`src/rtl/mem_iface_pkg.sv`:
```
// Shared constants and FSM state type for the mem_iface CPU-to-RAM bridge.
package mem_iface_pkg;

    localparam int unsigned ADDR_W             = 8;
    localparam int unsigned DATA_W             = 8;
    localparam int unsigned TIMEOUT_CYCLES_DEF = 64;

    typedef enum logic [1:0] {
        IDLE    = 2'b00,
        SETUP   = 2'b01,
        ACCESS  = 2'b10,
        RELEASE = 2'b11
    } state_t;

endpackage

```
`src/rtl/mem_iface_mfc.sv`:
```
// mfc_sync: two-flop synchronizer bringing the asynchronous RAM MFC into the CLK domain.
module mfc_sync (
    input  logic CLK,
    input  logic RST,
    input  logic async_in,
    output logic sync_out
);

    logic meta;

    always_ff @(posedge CLK) begin
        if (RST) begin
            meta     <= 1'b0;
            sync_out <= 1'b0;
        end else begin
            meta     <= async_in;
            sync_out <= meta;
        end
    end

endmodule

```
`src/rtl/mem_iface.sv`:
```
// mem_iface: CPU-to-RAM handshake bridge (IDLE/SETUP/ACCESS/RELEASE) driven by a synchronized MFC.
// Define MEM_IFACE_TIMEOUT_EN to abort ACCESS after TIMEOUT_CYCLES cycles without MFC.
module mem_iface
    import mem_iface_pkg::*;
#(
    parameter int unsigned TIMEOUT_CYCLES = TIMEOUT_CYCLES_DEF
) (
    input  logic              CLK,
    input  logic              RST,
    input  logic              req,
    input  logic              wr,
    input  logic [ADDR_W-1:0] addr,
    input  logic [DATA_W-1:0] wdata,
    output logic [DATA_W-1:0] rdata,
    output logic              done,
    output logic              busy,
    output logic              err,
    output logic [ADDR_W-1:0] MAR,
    output logic              enable,
    output logic              rnw,
    output logic [DATA_W-1:0] bus,
    input  logic [DATA_W-1:0] MBR,
    input  logic              MFC
);

    if (TIMEOUT_CYCLES == 0 || TIMEOUT_CYCLES > 255) begin : g_bad_timeout
        $error("mem_iface: TIMEOUT_CYCLES must be within 1..255");
    end

    state_t state, state_next;
    logic   mfc_s;
    logic   capture, start_access, complete, timeout;

    mfc_sync u_mfc_sync (
        .CLK      (CLK),
        .RST      (RST),
        .async_in (MFC),
        .sync_out (mfc_s)
    );

`ifdef MEM_IFACE_TIMEOUT_EN
    localparam logic [7:0] TMO_LIMIT = 8'(TIMEOUT_CYCLES);
    logic [7:0] tmo_cnt;

    // tmo_cnt holds the ACCESS cycles already completed; abort on the edge that would make it TMO_LIMIT.
    always_ff @(posedge CLK) begin
        if (RST)                  tmo_cnt <= '0;
        else if (start_access)    tmo_cnt <= '0;
        else if (state == ACCESS) tmo_cnt <= tmo_cnt + 8'd1;
    end

    assign timeout = (state == ACCESS) && !mfc_s && (tmo_cnt + 8'd1 == TMO_LIMIT);

    always_ff @(posedge CLK) begin
        if (RST) err <= 1'b0;
        else     err <= timeout;
    end
`else
    assign timeout = 1'b0;
    assign err     = 1'b0;
`endif

    always_ff @(posedge CLK) begin
        if (RST) state <= IDLE;
        else     state <= state_next;
    end

    always_comb begin
        state_next   = state;
        capture      = 1'b0;
        start_access = 1'b0;
        complete     = 1'b0;
        case (state)
            IDLE: begin
                if (req) begin
                    capture    = 1'b1;
                    state_next = SETUP;
                end
            end
            SETUP: begin
                if (!mfc_s) begin
                    start_access = 1'b1;
                    state_next   = ACCESS;
                end
            end
            ACCESS: begin
                if (mfc_s) begin
                    complete   = 1'b1;
                    state_next = RELEASE;
                end else if (timeout) begin
                    state_next = RELEASE;
                end
            end
            RELEASE: begin
                if (!mfc_s) state_next = IDLE;
            end
            default: state_next = IDLE;
        endcase
    end

    always_ff @(posedge CLK) begin
        if (RST) begin
            MAR    <= '0;
            bus    <= '0;
            rnw    <= 1'b1;
            rdata  <= '0;
            enable <= 1'b0;
            done   <= 1'b0;
        end else begin
            done <= complete | timeout;
            if (capture) begin
                MAR <= addr;
                bus <= wdata;
                rnw <= ~wr;
            end
            if (start_access)             enable <= 1'b1;
            else if (complete | timeout)  enable <= 1'b0;
            if (complete && rnw)          rdata  <= MBR;
        end
    end

    assign busy = (state != IDLE);

endmodule
```
`config.mk`:
```
export PLATFORM = sky130hd
export DESIGN_NAME = mem_iface
export DESIGN_NICKNAME = d
export VERILOG_FILES = /design/src/rtl/mem_iface_pkg.sv /design/src/rtl/mem_iface_mfc.sv /design/src/rtl/mem_iface.sv
export SDC_FILE = /design/constraint.sdc
export NUM_CORES = 1
export LEC_CHECK = 0
export BUFFER_PORTS_ARGS = -buffer_cell sky130_fd_sc_hd__buf_2
export CAP_MARGIN = 40
export CORE_MARGIN = 8
export CORE_UTILIZATION = 40
export CTS_BUF_LIST = sky130_fd_sc_hd__clkbuf_4 sky130_fd_sc_hd__clkbuf_8
export DETAILED_ROUTE_END_ITERATION = 8
export PLACE_DENSITY = 0.75
export SETUP_SLACK_MARGIN = 0.5
export SLEW_MARGIN = 20
export SYNTH_ARGS = -nofsm -noshare
export SYNTH_HDL_FRONTEND = slang
export SYNTH_HIERARCHICAL = 1
export SYNTH_SLANG_ARGS = --single-unit
```
`constraint.sdc`:
```
create_clock -name CLK -period 1.7 [get_ports CLK]
set_input_delay 0.34 -clock CLK [delete_from_list [all_inputs] [get_ports CLK]]
set_output_delay 0.34 -clock CLK [all_outputs]
set_load 0.01 [all_outputs]
```
==> impl_metrics.csv <==
group,metric,value,unit
route,routed_wl,3360,um
cts,cts.reportedPaths.clkPinSlew,0.09,ns
logic_synthesis,synth_nets,164,
logic_synthesis,synth.top_cell.area_share,0.497,
floorplanning,die_width,71.8,um
power,internal_power,0.00165,W
sta,period_share,0.846,
setup_path,worst_path_dominant_cell_family,"compound AO/OA/AOI/OAI gates",
setup_path,crit_path_start_kind,"flip-flop",
cts,clock_sink_count,31,
global_routing,grtUsageTotal,0.121,
power,seq_power_share,0.357,
global_routing,grt_max_degree,19,
cts,cts_made_buffers,5,
final_layout,finalNetCount,227,
logic_synthesis,yosysTopAreaCell,"dfxtp_1",
route,detailedRoute.firstPassIterationCount,4,
route,post-route-drc-count,0,
sta,final_hold_viol_count,0,
flow_run,drv.max_cap_violation_count,0,
final_layout,finalInstanceArea,1850,um^2
logic_synthesis,synth_cell_type_count,24,
cts,clock_latency,0.32,ns
power,power.combinational.fraction,0.451,
sta,pnr_worst_setup_slack,0.262,ns
place,placement.cell_area,1540,um^2
route,routedWlPerCell,14.7,um
setup_path,end_kind,"flip-flop",
power,pwr_density_cell,1390,nW/um^2
setup_path,worst-endpoint-arrival,1.70,ns
logic_synthesis,synthFlopType,"dfxtp_1",
setup_path,slowest_stage,"dfxtp_2",
logic_synthesis,synth_edf_count,0,
power,ir_drop,0.000626,V
logic_synthesis,synthesis.area_per_instance,9.52,um^2
final_layout,area.growth.synth_to_final,48.0,%
logic_synthesis,synth_common_cells,"dfxtp_1, nand2_1, nand2_2",
logic_synthesis,synthTopCellsByArea,"dfxtp_1, nand2_1, a21oi_2",
route,post_drt_via_cell_ratio,4.85,
route,vias,1106,
place,preCtsSetupSlack,0.377,ns
power,power_switching,0.000914,W
power,switching_share,0.357,
route,wl_met3,290,um
cts,holdBufCountCts,0,
final_layout,n_antenna_cell,0,
power,power_frac_clock,0.192,
setup_path,worstPathCellList,"buf_4 > ha_2 > o21a_4 > o31ai_4 > o311a_1",
sta,clk_skew,0.00268,ns
setup_path,critical_path_buf_inv_count,1,
global_routing,antenna_found_initial,0,
logic_synthesis,yosysSeqAreaShare,0.497,
logic_synthesis,async_sr_flop_fraction,0,
setup_path,crit_required,1.96,ns
logic_synthesis,yosysWarningCount,6,
sta,maxClockFrequency,695,MHz
place,place_congestion,0.671,
global_routing,first_global_vias,1189,
sta,report.final.slew_viol_count,0,
outcome,outcome,"completed",
global_routing,global_route_overflow,0,
logic_synthesis,yosys_reg_bits,31,
floorplanning,number_of_top_level_pins,58,
route,detail_route.iter0.violations,42,
final_layout,drive_above_1_share,0.610,
cts,cts-root-buf,"clkbuf_4",
logic_synthesis,synth.cell_area,1250,um^2
sta,setup_violations,0,
setup_path,critical-path-max-stage-delay,0.34,ns
place,dp.final_hpwl,2280,um
route,met1Wirelength,1290,um
cts,max-clock-path-buffers,2,
sta,setup_tns,0,ns
min_path,hold_class,"input pin to flip-flop",
global_routing,first_pass_grt_wire_length,4930,um
logic_synthesis,synthesis.instances,131,
route,wl_met2,1680,um
power,p_leak,0.907,nW
sta,finalCriticalPeriod,1.44,ns
route,detail-route-antenna-nets,0,
sta,grt_setup_unrepaired,"yes",
floorplanning,starting_density_of_the_core,0.415,
route,highest-signal-layer,"met4",
logic_synthesis,yosysMostFrequentCell,"dfxtp_1",
floorplanning,die_height,71.8,um
floorplanning,fp.dieArea,5160,um^2
cts,htreeDepth,2,
floorplanning,placeableCoreArea,3000,um^2
place,io_buffers,56,
setup_path,path_max_fanout,4,
setup_path,critical_path_class,"flip-flop to flip-flop",
floorplanning,num_rows,20,
cts,clock_tree_from_tritoncts,"built",
flip-flops by register name, summed over array words and instances, names as in the netlist:
signal / flops
MAR: 8
bus: 8
done: 1
enable: 1
rdata: 8
rnw: 1
state: 2
u_mfc_sync/meta: 1
u_mfc_sync/sync_out: 1
cells in the final DEF, fill, tap and decap left out:
| cell | n |
|---|---|
| nand2_1 | 21 |
| nand2_4 | 6 |
| o211ai_1 | 1 |
| buf_6 | 2 |
| conb_1 | 1 |
| o311ai_4 | 1 |
| o311a_1 | 1 |
| mux2i_1 | 8 |
| buf_12 | 1 |
| inv_1 | 1 |
| o21a_4 | 1 |
| ha_2 | 2 |
| dfxtp_1 | 27 |
| nor2_1 | 10 |
| a21oi_1 | 3 |
| clkbuf_8 | 2 |
| nor2b_2 | 2 |
| nand2_2 | 8 |
| buf_2 | 55 |
| o31ai_4 | 1 |
| nand2_8 | 1 |
| buf_4 | 4 |
| o41ai_2 | 1 |
| nand3_4 | 1 |
| a21oi_2 | 14 |
| inv_4 | 1 |
| and2_4 | 1 |
| clkbuf_4 | 6 |
| dfxtp_4 | 1 |
| inv_2 | 2 |
| ha_4 | 2 |
| clkbuf_16 | 1 |
| dfxtp_2 | 3 |
| nor2b_1 | 3 |
stage by stage:
step / total power, W / cells / utilization / hold slack, ns
floorplan: 0.00148 / 131 / - / 0.412
global placement: 0.00163 / 215 / 0.514 / 0.437
detailed placement: 0.00167 / 215 / 0.514 / 0.439
CTS: 0.00227 / 226 / 0.553 / 0.218
global route: 0.00271 / 228 / 0.615 / 0.211
finish: 0.00256 / 228 / 0.615 / 0.216
timing repair:
action	in CTS	in global routing
setup buffers	3	1
cloned	0	1
pin swaps	1	13
endpoints found under the setup margin	29	30
resized for setup	7	34
per-layer routing:
metal / up-vias / GRT usage
met2: 46 / 0.207
met5: - / 0
li1: 550 / -
met1: 500 / 0.113
met4: 0 / 0.0726
met3: 10 / 0.0586
path summary, 6_finish.rpt:
check                                           startpoint                              to  slack (ns)  depth (start not counted)
worst max register to register       state[0]$_SDFFE_PP0P_           state[0]$_SDFFE_PP0P_        0.26                          5
worst max-delay path                 state[0]$_SDFFE_PP0P_           state[0]$_SDFFE_PP0P_        0.26                          5
worst min-delay path                                    wr                rnw$_SDFFE_PP1P_        0.22                          2
worst min register to register  u_mfc_sync/meta$_SDFF_PP0_  u_mfc_sync/sync_out$_SDFF_PP0_        0.46                          1
area by class of cell:
type | count | area [um^2]
Tap cell | 33 | 41.3
Clock buffer | 8 | 72.6
Fill cell | 257 | 1160
Timing Repair Buffer | 63 | 373
Inverter | 4 | 17.5
Multi-Input combinational cell | 89 | 714
Sequential cell | 31 | 628
kinds of logic after synthesis:
kind of cell | count (synthesis) | share of synthesized area
AO/OA/AOI/OAI | 23 | 0.138
buffers and inverters | 11 | 0.0582
adder cells (fa/ha/maj) | 4 | 0.0401
other | 1 | 0.00301
multiplexers | 8 | 0.0642
AND/OR/NAND/NOR | 53 | 0.199
flip-flops | 31 | 0.497
power groups by stage:
stage	clock network [W]	logic, W	registers (W)
after global routing	0.000544	0.00124	0.000928
final	0.000491	0.00116	0.000913
after global placement	0	0.000703	0.000925
after CTS	0.000506	0.000849	0.000913
after floorplan	0	0.000507	0.000970
after detailed placement	0	0.000737	0.000933
Note: power is estimated with default switching activity, not from simulation.
